==> src/rtl/button_event_arbiter.sv <==
// Turns debounced button levels into a stream of press/auto-repeat events,
// serving one pending event per button round-robin over valid/ready.
module button_event_arbiter #(
    parameter int N_BTN         = 5,
    parameter int ID_W          = 3,
    parameter int CNT_W         = 26,
    parameter int REPEAT_DELAY  = 50_000_000,
    parameter int REPEAT_PERIOD = 10_000_000,
    parameter int REPEAT_EN     = 1
) (
    input  logic             clk,
    input  logic             rst,
    input  logic [N_BTN-1:0] btn_lvl,
    output logic             evt_valid,
    output logic [ID_W-1:0]  evt_id,
    output logic             evt_repeat,
    input  logic             evt_ready,
    output logic             overrun
);

    typedef enum logic [1:0] {S_IDLE, S_FIRST, S_PERIOD} state_t;

    localparam logic [CNT_W-1:0] DLY_END = CNT_W'(REPEAT_DELAY - 1);
    localparam logic [CNT_W-1:0] PER_END = CNT_W'(REPEAT_PERIOD - 1);

    logic [N_BTN-1:0] btn_q;
    logic [N_BTN-1:0] pend_q, pend_d;
    logic [N_BTN-1:0] prep_q, prep_d;
    logic [ID_W-1:0]  rr_q, rr_d;
    state_t           state_q, state_d;
    logic [ID_W-1:0]  owner_q, owner_d;
    logic [CNT_W-1:0] tmr_q, tmr_d;
    logic             valid_q, valid_d;
    logic [ID_W-1:0]  id_q, id_d;
    logic             rep_q, rep_d;
    logic             ovr_q, ovr_d;

    logic [N_BTN-1:0] press;
    logic             free, gnt, gnt_rep, fsm_load, rep_req;
    logic             hi_hit, lo_hit;
    logic [ID_W-1:0]  hi_id, lo_id, gnt_id;

    assign press = btn_lvl & ~btn_q;
    assign free  = ~valid_q | evt_ready;

    // Lowest pending index at or above rr wins; otherwise lowest below rr.
    always_comb begin
        hi_hit = 1'b0;
        lo_hit = 1'b0;
        hi_id  = '0;
        lo_id  = '0;
        for (int i = N_BTN - 1; i >= 0; i--) begin
            if (pend_q[i]) begin
                if (ID_W'(i) >= rr_q) begin
                    hi_hit = 1'b1;
                    hi_id  = ID_W'(i);
                end else begin
                    lo_hit = 1'b1;
                    lo_id  = ID_W'(i);
                end
            end
        end
    end

    assign gnt_id   = hi_hit ? hi_id : lo_id;
    assign gnt      = free & (hi_hit | lo_hit);
    assign gnt_rep  = prep_q[gnt_id];
    assign fsm_load = gnt & ~gnt_rep & (REPEAT_EN != 0);

    always_comb begin
        state_d = state_q;
        tmr_d   = tmr_q;
        owner_d = owner_q;
        rep_req = 1'b0;
        if (fsm_load) begin
            state_d = S_FIRST;
            tmr_d   = '0;
            owner_d = gnt_id;
        end else begin
            unique case (state_q)
                S_IDLE: begin
                    tmr_d = '0;
                end
                S_FIRST: begin
                    if (!btn_lvl[owner_q]) begin
                        state_d = S_IDLE;
                        tmr_d   = '0;
                    end else if (tmr_q == DLY_END) begin
                        state_d = S_PERIOD;
                        tmr_d   = '0;
                        rep_req = 1'b1;
                    end else begin
                        tmr_d = tmr_q + CNT_W'(1);
                    end
                end
                S_PERIOD: begin
                    if (!btn_lvl[owner_q]) begin
                        state_d = S_IDLE;
                        tmr_d   = '0;
                    end else if (tmr_q == PER_END) begin
                        tmr_d   = '0;
                        rep_req = 1'b1;
                    end else begin
                        tmr_d = tmr_q + CNT_W'(1);
                    end
                end
                default: begin
                    state_d = S_IDLE;
                    tmr_d   = '0;
                end
            endcase
        end
    end

    // Order matters: grant clears, repeat merges, press overrides the flag.
    always_comb begin
        pend_d = pend_q;
        prep_d = prep_q;
        ovr_d  = ovr_q;
        if (gnt) pend_d[gnt_id] = 1'b0;
        if ((press & pend_d) != '0) ovr_d = 1'b1;
        if (rep_req && !pend_d[owner_q]) begin
            pend_d[owner_q] = 1'b1;
            prep_d[owner_q] = 1'b1;
        end
        pend_d = pend_d | press;
        prep_d = prep_d & ~press;
    end

    always_comb begin
        valid_d = valid_q;
        id_d    = id_q;
        rep_d   = rep_q;
        rr_d    = rr_q;
        if (gnt) begin
            valid_d = 1'b1;
            id_d    = gnt_id;
            rep_d   = gnt_rep;
            rr_d    = (gnt_id == ID_W'(N_BTN - 1)) ? '0 : gnt_id + ID_W'(1);
        end else if (evt_ready) begin
            valid_d = 1'b0;
        end
    end

    always_ff @(posedge clk) begin
        if (rst) begin
            btn_q   <= btn_lvl;
            pend_q  <= '0;
            prep_q  <= '0;
            rr_q    <= '0;
            state_q <= S_IDLE;
            owner_q <= '0;
            tmr_q   <= '0;
            valid_q <= 1'b0;
            id_q    <= '0;
            rep_q   <= 1'b0;
            ovr_q   <= 1'b0;
        end else begin
            btn_q   <= btn_lvl;
            pend_q  <= pend_d;
            prep_q  <= prep_d;
            rr_q    <= rr_d;
            state_q <= state_d;
            owner_q <= owner_d;
            tmr_q   <= tmr_d;
            valid_q <= valid_d;
            id_q    <= id_d;
            rep_q   <= rep_d;
            ovr_q   <= ovr_d;
        end
    end

    assign evt_valid  = valid_q;
    assign evt_id     = id_q;
    assign evt_repeat = rep_q;
    assign overrun    = ovr_q;

endmodule

==> config.mk <==
export PLATFORM = sky130hd
export DESIGN_NAME = button_event_arbiter
export DESIGN_NICKNAME = d
export VERILOG_FILES = /design/src/rtl/button_event_arbiter.sv
export SDC_FILE = /design/constraint.sdc
export NUM_CORES = 1
export LEC_CHECK = 0
export ABC_AREA = 1
export BUFFER_PORTS_ARGS = -buffer_cell sky130_fd_sc_hd__buf_4
export CORE_UTILIZATION = 35
export CTS_CLUSTER_SIZE = 10
export DETAILED_ROUTE_END_ITERATION = 12
export GPL_ROUTABILITY_DRIVEN = 0
export SYNTH_ARGS = -nofsm -noshare
export SYNTH_HDL_FRONTEND = slang
export SYNTH_SLANG_ARGS = --single-unit
export TNS_END_PERCENT = 50
==> constraint.sdc <==
create_clock -name clk -period 1.7 [get_ports clk]
set_input_delay 0.34 -clock clk [delete_from_list [all_inputs] [get_ports clk]]
set_output_delay 0.34 -clock clk [all_outputs]
set_load 0.02 [all_outputs]
==> insert_results.sql <==
INSERT INTO impl_metrics (metric_group, metric, value, unit) VALUES
('timing', 'setup-violations-final', '46', ''),
('critical_path', 'worstPathMaxFanout', '5', ''),
('critical_path', 'reg2reg_to', 'pend_q[3]', ''),
('critical_path', 'worst_setup_path_end_kind', 'flop', ''),
('clock_tree', 'cts_tree', 'yes', ''),
('routing', 'finalWirelength', '8230', 'um'),
('global_route', 'grt.met2_usage', '0.358', ''),
('job', 'max_cap_violations', '0', ''),
('timing', 'slew-limit-headroom', '0.769', ''),
('worst_hold_path', 'whs_path_depth', '1', ''),
('pwr', 'p_seq_frac', '0.308', ''),
('clock_tree', 'cts_htree_levels', '2', ''),
('floorplan', 'design.core.area', '8220', 'um^2'),
('pwr', 'netSwitchingFraction', '0.408', ''),
('floorplan', 'core.rowCount', '33', ''),
('logic_synthesis', 'fraction_of_synthesis_flops_using_an_asynchronous_set_or_reset_pin', '0', ''),
('global_route', 'grt_pass1_vias', '3028', ''),
('critical_path', 'timing.reg2reg.setup_slack', '-0.36', 'ns'),
('pwr', 'p_leak', '0.00182', 'uW'),
('timing', 'final_max_slew_viol_count', '0', ''),
('critical_path', 'r2r_start', 'rr_q[1]', ''),
('clock_tree', 'clock_tree.root_cell', 'clkbuf_8', ''),
('critical_path', 'timing.critical_path.arrival', '2.30', 'ns'),
('pwr', 'combinationalPowerShare', '0.532', ''),
('layout', 'areaGrowthSynthToFinish', '52.8', '%'),
('logic_synthesis', 'ys_types', '41', ''),
('timing', 'tightest_pin_transition', '0.345', 'ns'),
('global_route', 'largest_net_degree_at_the_start_of_global_routing', '17', ''),
('critical_path', 'r2r_cells', '12', ''),
('worst_hold_path', 'holdCritPathClass', 'in2reg', ''),
('floorplan', 'die_y', '94.2', 'um'),
('timing', 'period_minus_slack', '2.06', 'ns'),
('clock_tree', 'cts_made_buffers', '5', ''),
('timing', 'hold_viol', '0', ''),
('pwr', 'power.share.clock', '0.160', ''),
('pwr', 'cellInternalPower', '3200', 'uW'),
('logic_synthesis', 'synth_area', '2980', 'um^2'),
('outcome', 'violated_checks', 'setup timing', ''),
('floorplan', 'initial_utilization', '0.362', ''),
('placement', 'place_hpwl', '5930', 'um'),
('logic_synthesis', 'synthesis.yosys.warnings', '0', ''),
('timing', 'skew', '0.0118', 'ns'),
('logic_synthesis', 'synthTopCellsByArea', 'dfxtp_1, nor2_1, nand2_1', ''),
('outcome', 'run_status', 'finished with violations', ''),
('layout', 'num_antenna_cells', '0', ''),
('global_route', 'use_met3', '0.0405', ''),
('logic_synthesis', 'avgSynthCellArea', '7.20', 'um^2'),
('logic_synthesis', 'postSynthCellCount', '413', ''),
('clock_tree', 'cts.hold.buffers_added', '0', ''),
('clock_tree', 'clockBufferDepth', '2', ''),
('floorplan', 'io_pins', '14', ''),
('worst_hold_path', 'min_to', 'btn_q[1]', ''),
('placement', 'buffers_added_on_ports', '13', ''),
('routing', 'via_count', '3019', ''),
('pwr', 'peak_ir_drop_on_the_vdd_network', '515', 'uV'),
('timing', 'layout_setup_ws', '-0.357', 'ns'),
('global_route', 'grt_pass1_wl', '13500', 'um'),
('global_route', 'grt_antenna_before_repair', '0', ''),
('global_route', 'gr-usage-all-layers', '0.197', ''),
('routing', 'detail_route.first_pass.iterations', '4', ''),
('timing', 'grt_setup_unrepaired', 'yes', ''),
('logic_synthesis', 'synth.yosys.seq_area_share', '0.370', ''),
('placement', 'detailedPlace.worstSlack', '-0.321', 'ns'),
('floorplan', 'dieWidth', '94.2', 'um'),
('global_route', 'gr-usage-met1', '0.222', ''),
('routing', 'drtAntennaViolNets', '0', ''),
('pwr', 'power-per-cell-area', '1190', 'nW/um^2'),
('critical_path', 'worstSetupPathType', 'reg2reg', ''),
('critical_path', 'timing.critical_path.from_type', 'flop', ''),
('logic_synthesis', 'synth_top_cell_area_share', '0.370', ''),
('routing', 'routed_wire_length_per_instance', '13.1', 'um');
synth_stat cells, types with 4 or more instances:
cell type	count
nor3_1	10
xor2_1	7
inv_1	47
nor2_1	74
nand2_1	62
nand3_1	29
nand2_2	4
o21ai_0	14
nand3_2	5
xnor2_1	9
inv_2	5
nand4_1	10
nor2_4	8
a21oi_1	23
dfxtp_1	55
ha_1	6
nor2_2	10
logic make-up (layout without fill, tap and decap cells):
logic type	count (synthesis)	in the layout	share of synthesized area
flip-flops	55	55	0.370
AND/OR/NAND/NOR	225	226	0.375
AO/OA/AOI/OAI	53	53	0.106
adder cells (fa/ha/maj)	6	6	0.0252
buffers and inverters	58	168	0.0770
XOR/XNOR	16	16	0.0471
worst max-delay path, stage by stage (launching register included):
cell	delay, ns
dfxtp_4	0.39
nor2_4	0.16
nand3_4	0.10
nand4_1	0.16
nor2_2	0.07
buf_4	0.14
a21oi_4	0.13
nand3_1	0.14
nand3_1	0.11
nand2_2	0.08
nor2_4	0.21
nand3_4	0.11
a21oi_2	0.18
cell type report:
type / instances / area, um^2
clock buffers: 7 / 108
inverters: 53 / 204
clock inverters: 1 / 5.00
repair buffers: 107 / 846
flip-flops and latches: 55 / 1120
well taps: 105 / 131
fillers: 743 / 3670
multi-input cells: 301 / 2130
power by group through the flow:
stage	logic [uW]	registers [uW]	clock network (uW)
CTS	2570	1650	886
floorplan	1310	1690	0
finish	2880	1670	864
global route	3120	1700	951
detailed placement	2250	1650	0
global placement	2230	1650	0
per-stage QoR:
stage	power (uW)	hold WS, ns	instance area, um^2	TNS, ns	utilization
after floorplan	3000	0.368	3060	-0.495	-
after global placement	3880	0.432	3890	-7.89	0.473
after detailed placement	3900	0.440	3890	-9.03	0.473
after CTS	5110	0.121	4240	-9.40	0.516
after global routing	5770	0.0999	4550	-16.30	0.553
final	5410	0.125	4550	-10.84	0.553
repair_timing:
item	in CTS	in global routing
pin swaps	25	20
setup buffers	6	4
cloned	1	0
endpoints found under the setup margin	46	48
resized for setup	48	63
registers in the layout, indices dropped and copies added (netlist names):
| name | flops |
|---|---|
| evt_repeat | 1 |
| pend_q | 5 |
| tmr_q | 26 |
| state_q | 2 |
| overrun | 1 |
| owner_q | 3 |
| btn_q | 5 |
| prep_q | 5 |
| evt_id | 3 |
| rr_q | 3 |
| evt_valid | 1 |
cells in the final DEF, fill, tap and decap left out, types with 5 or more instances in the layout:
| cell | synthesis | layout |
|---|---|---|
| nor3_2 | 2 | 5 |
| inv_2 | 5 | 5 |
| nand2_2 | 4 | 11 |
| nand2_4 | 3 | 6 |
| nand2_1 | 62 | 51 |
| nand3_1 | 29 | 18 |
| clkbuf_8 | 0 | 6 |
| buf_4 | 2 | 99 |
| o21ai_0 | 14 | 13 |
| nor2_4 | 8 | 27 |
| nor2_1 | 74 | 47 |
| dfxtp_2 | 0 | 9 |
| nand4_1 | 10 | 10 |
| dfxtp_1 | 55 | 43 |
| nand3_2 | 5 | 11 |
| a21oi_2 | 1 | 8 |
| nor2_2 | 10 | 18 |
| inv_1 | 47 | 46 |
| nand3_4 | 1 | 7 |
| buf_6 | 0 | 6 |
| xor2_1 | 7 | 7 |
| xnor2_1 | 9 | 8 |
| a21oi_1 | 23 | 15 |
worst max-delay path by stage:
| stage | slack, ns | cells past startpoint | start | end |
|---|---|---|---|---|
| 2_1_floorplan | -0.04 | 13 | rr_q[2] | pend_q[4] |
| 3_3_place_gp | -0.33 | 12 | rr_q[2] | pend_q[3] |
| 3_5_place_dp | -0.32 | 13 | rr_q[2] | pend_q[3] |
| 4_1_cts | -0.26 | 13 | rr_q[1] | pend_q[3] |
| 5_1_grt | -0.43 | 12 | rr_q[1] | pend_q[3] |
| 6_report | -0.36 | 12 | rr_q[1] | pend_q[3] |
metal layers:
| metal | share of wire | wire length [um] |
|---|---|---|
| met4 | 0.022 | 180 |
| met3 | 0.027 | 222 |
| met2 | 0.53 | 4350 |
| met1 | 0.42 | 3480 |
| met5 | 0 | 0 |
Power figures use the tool's default switching activity.
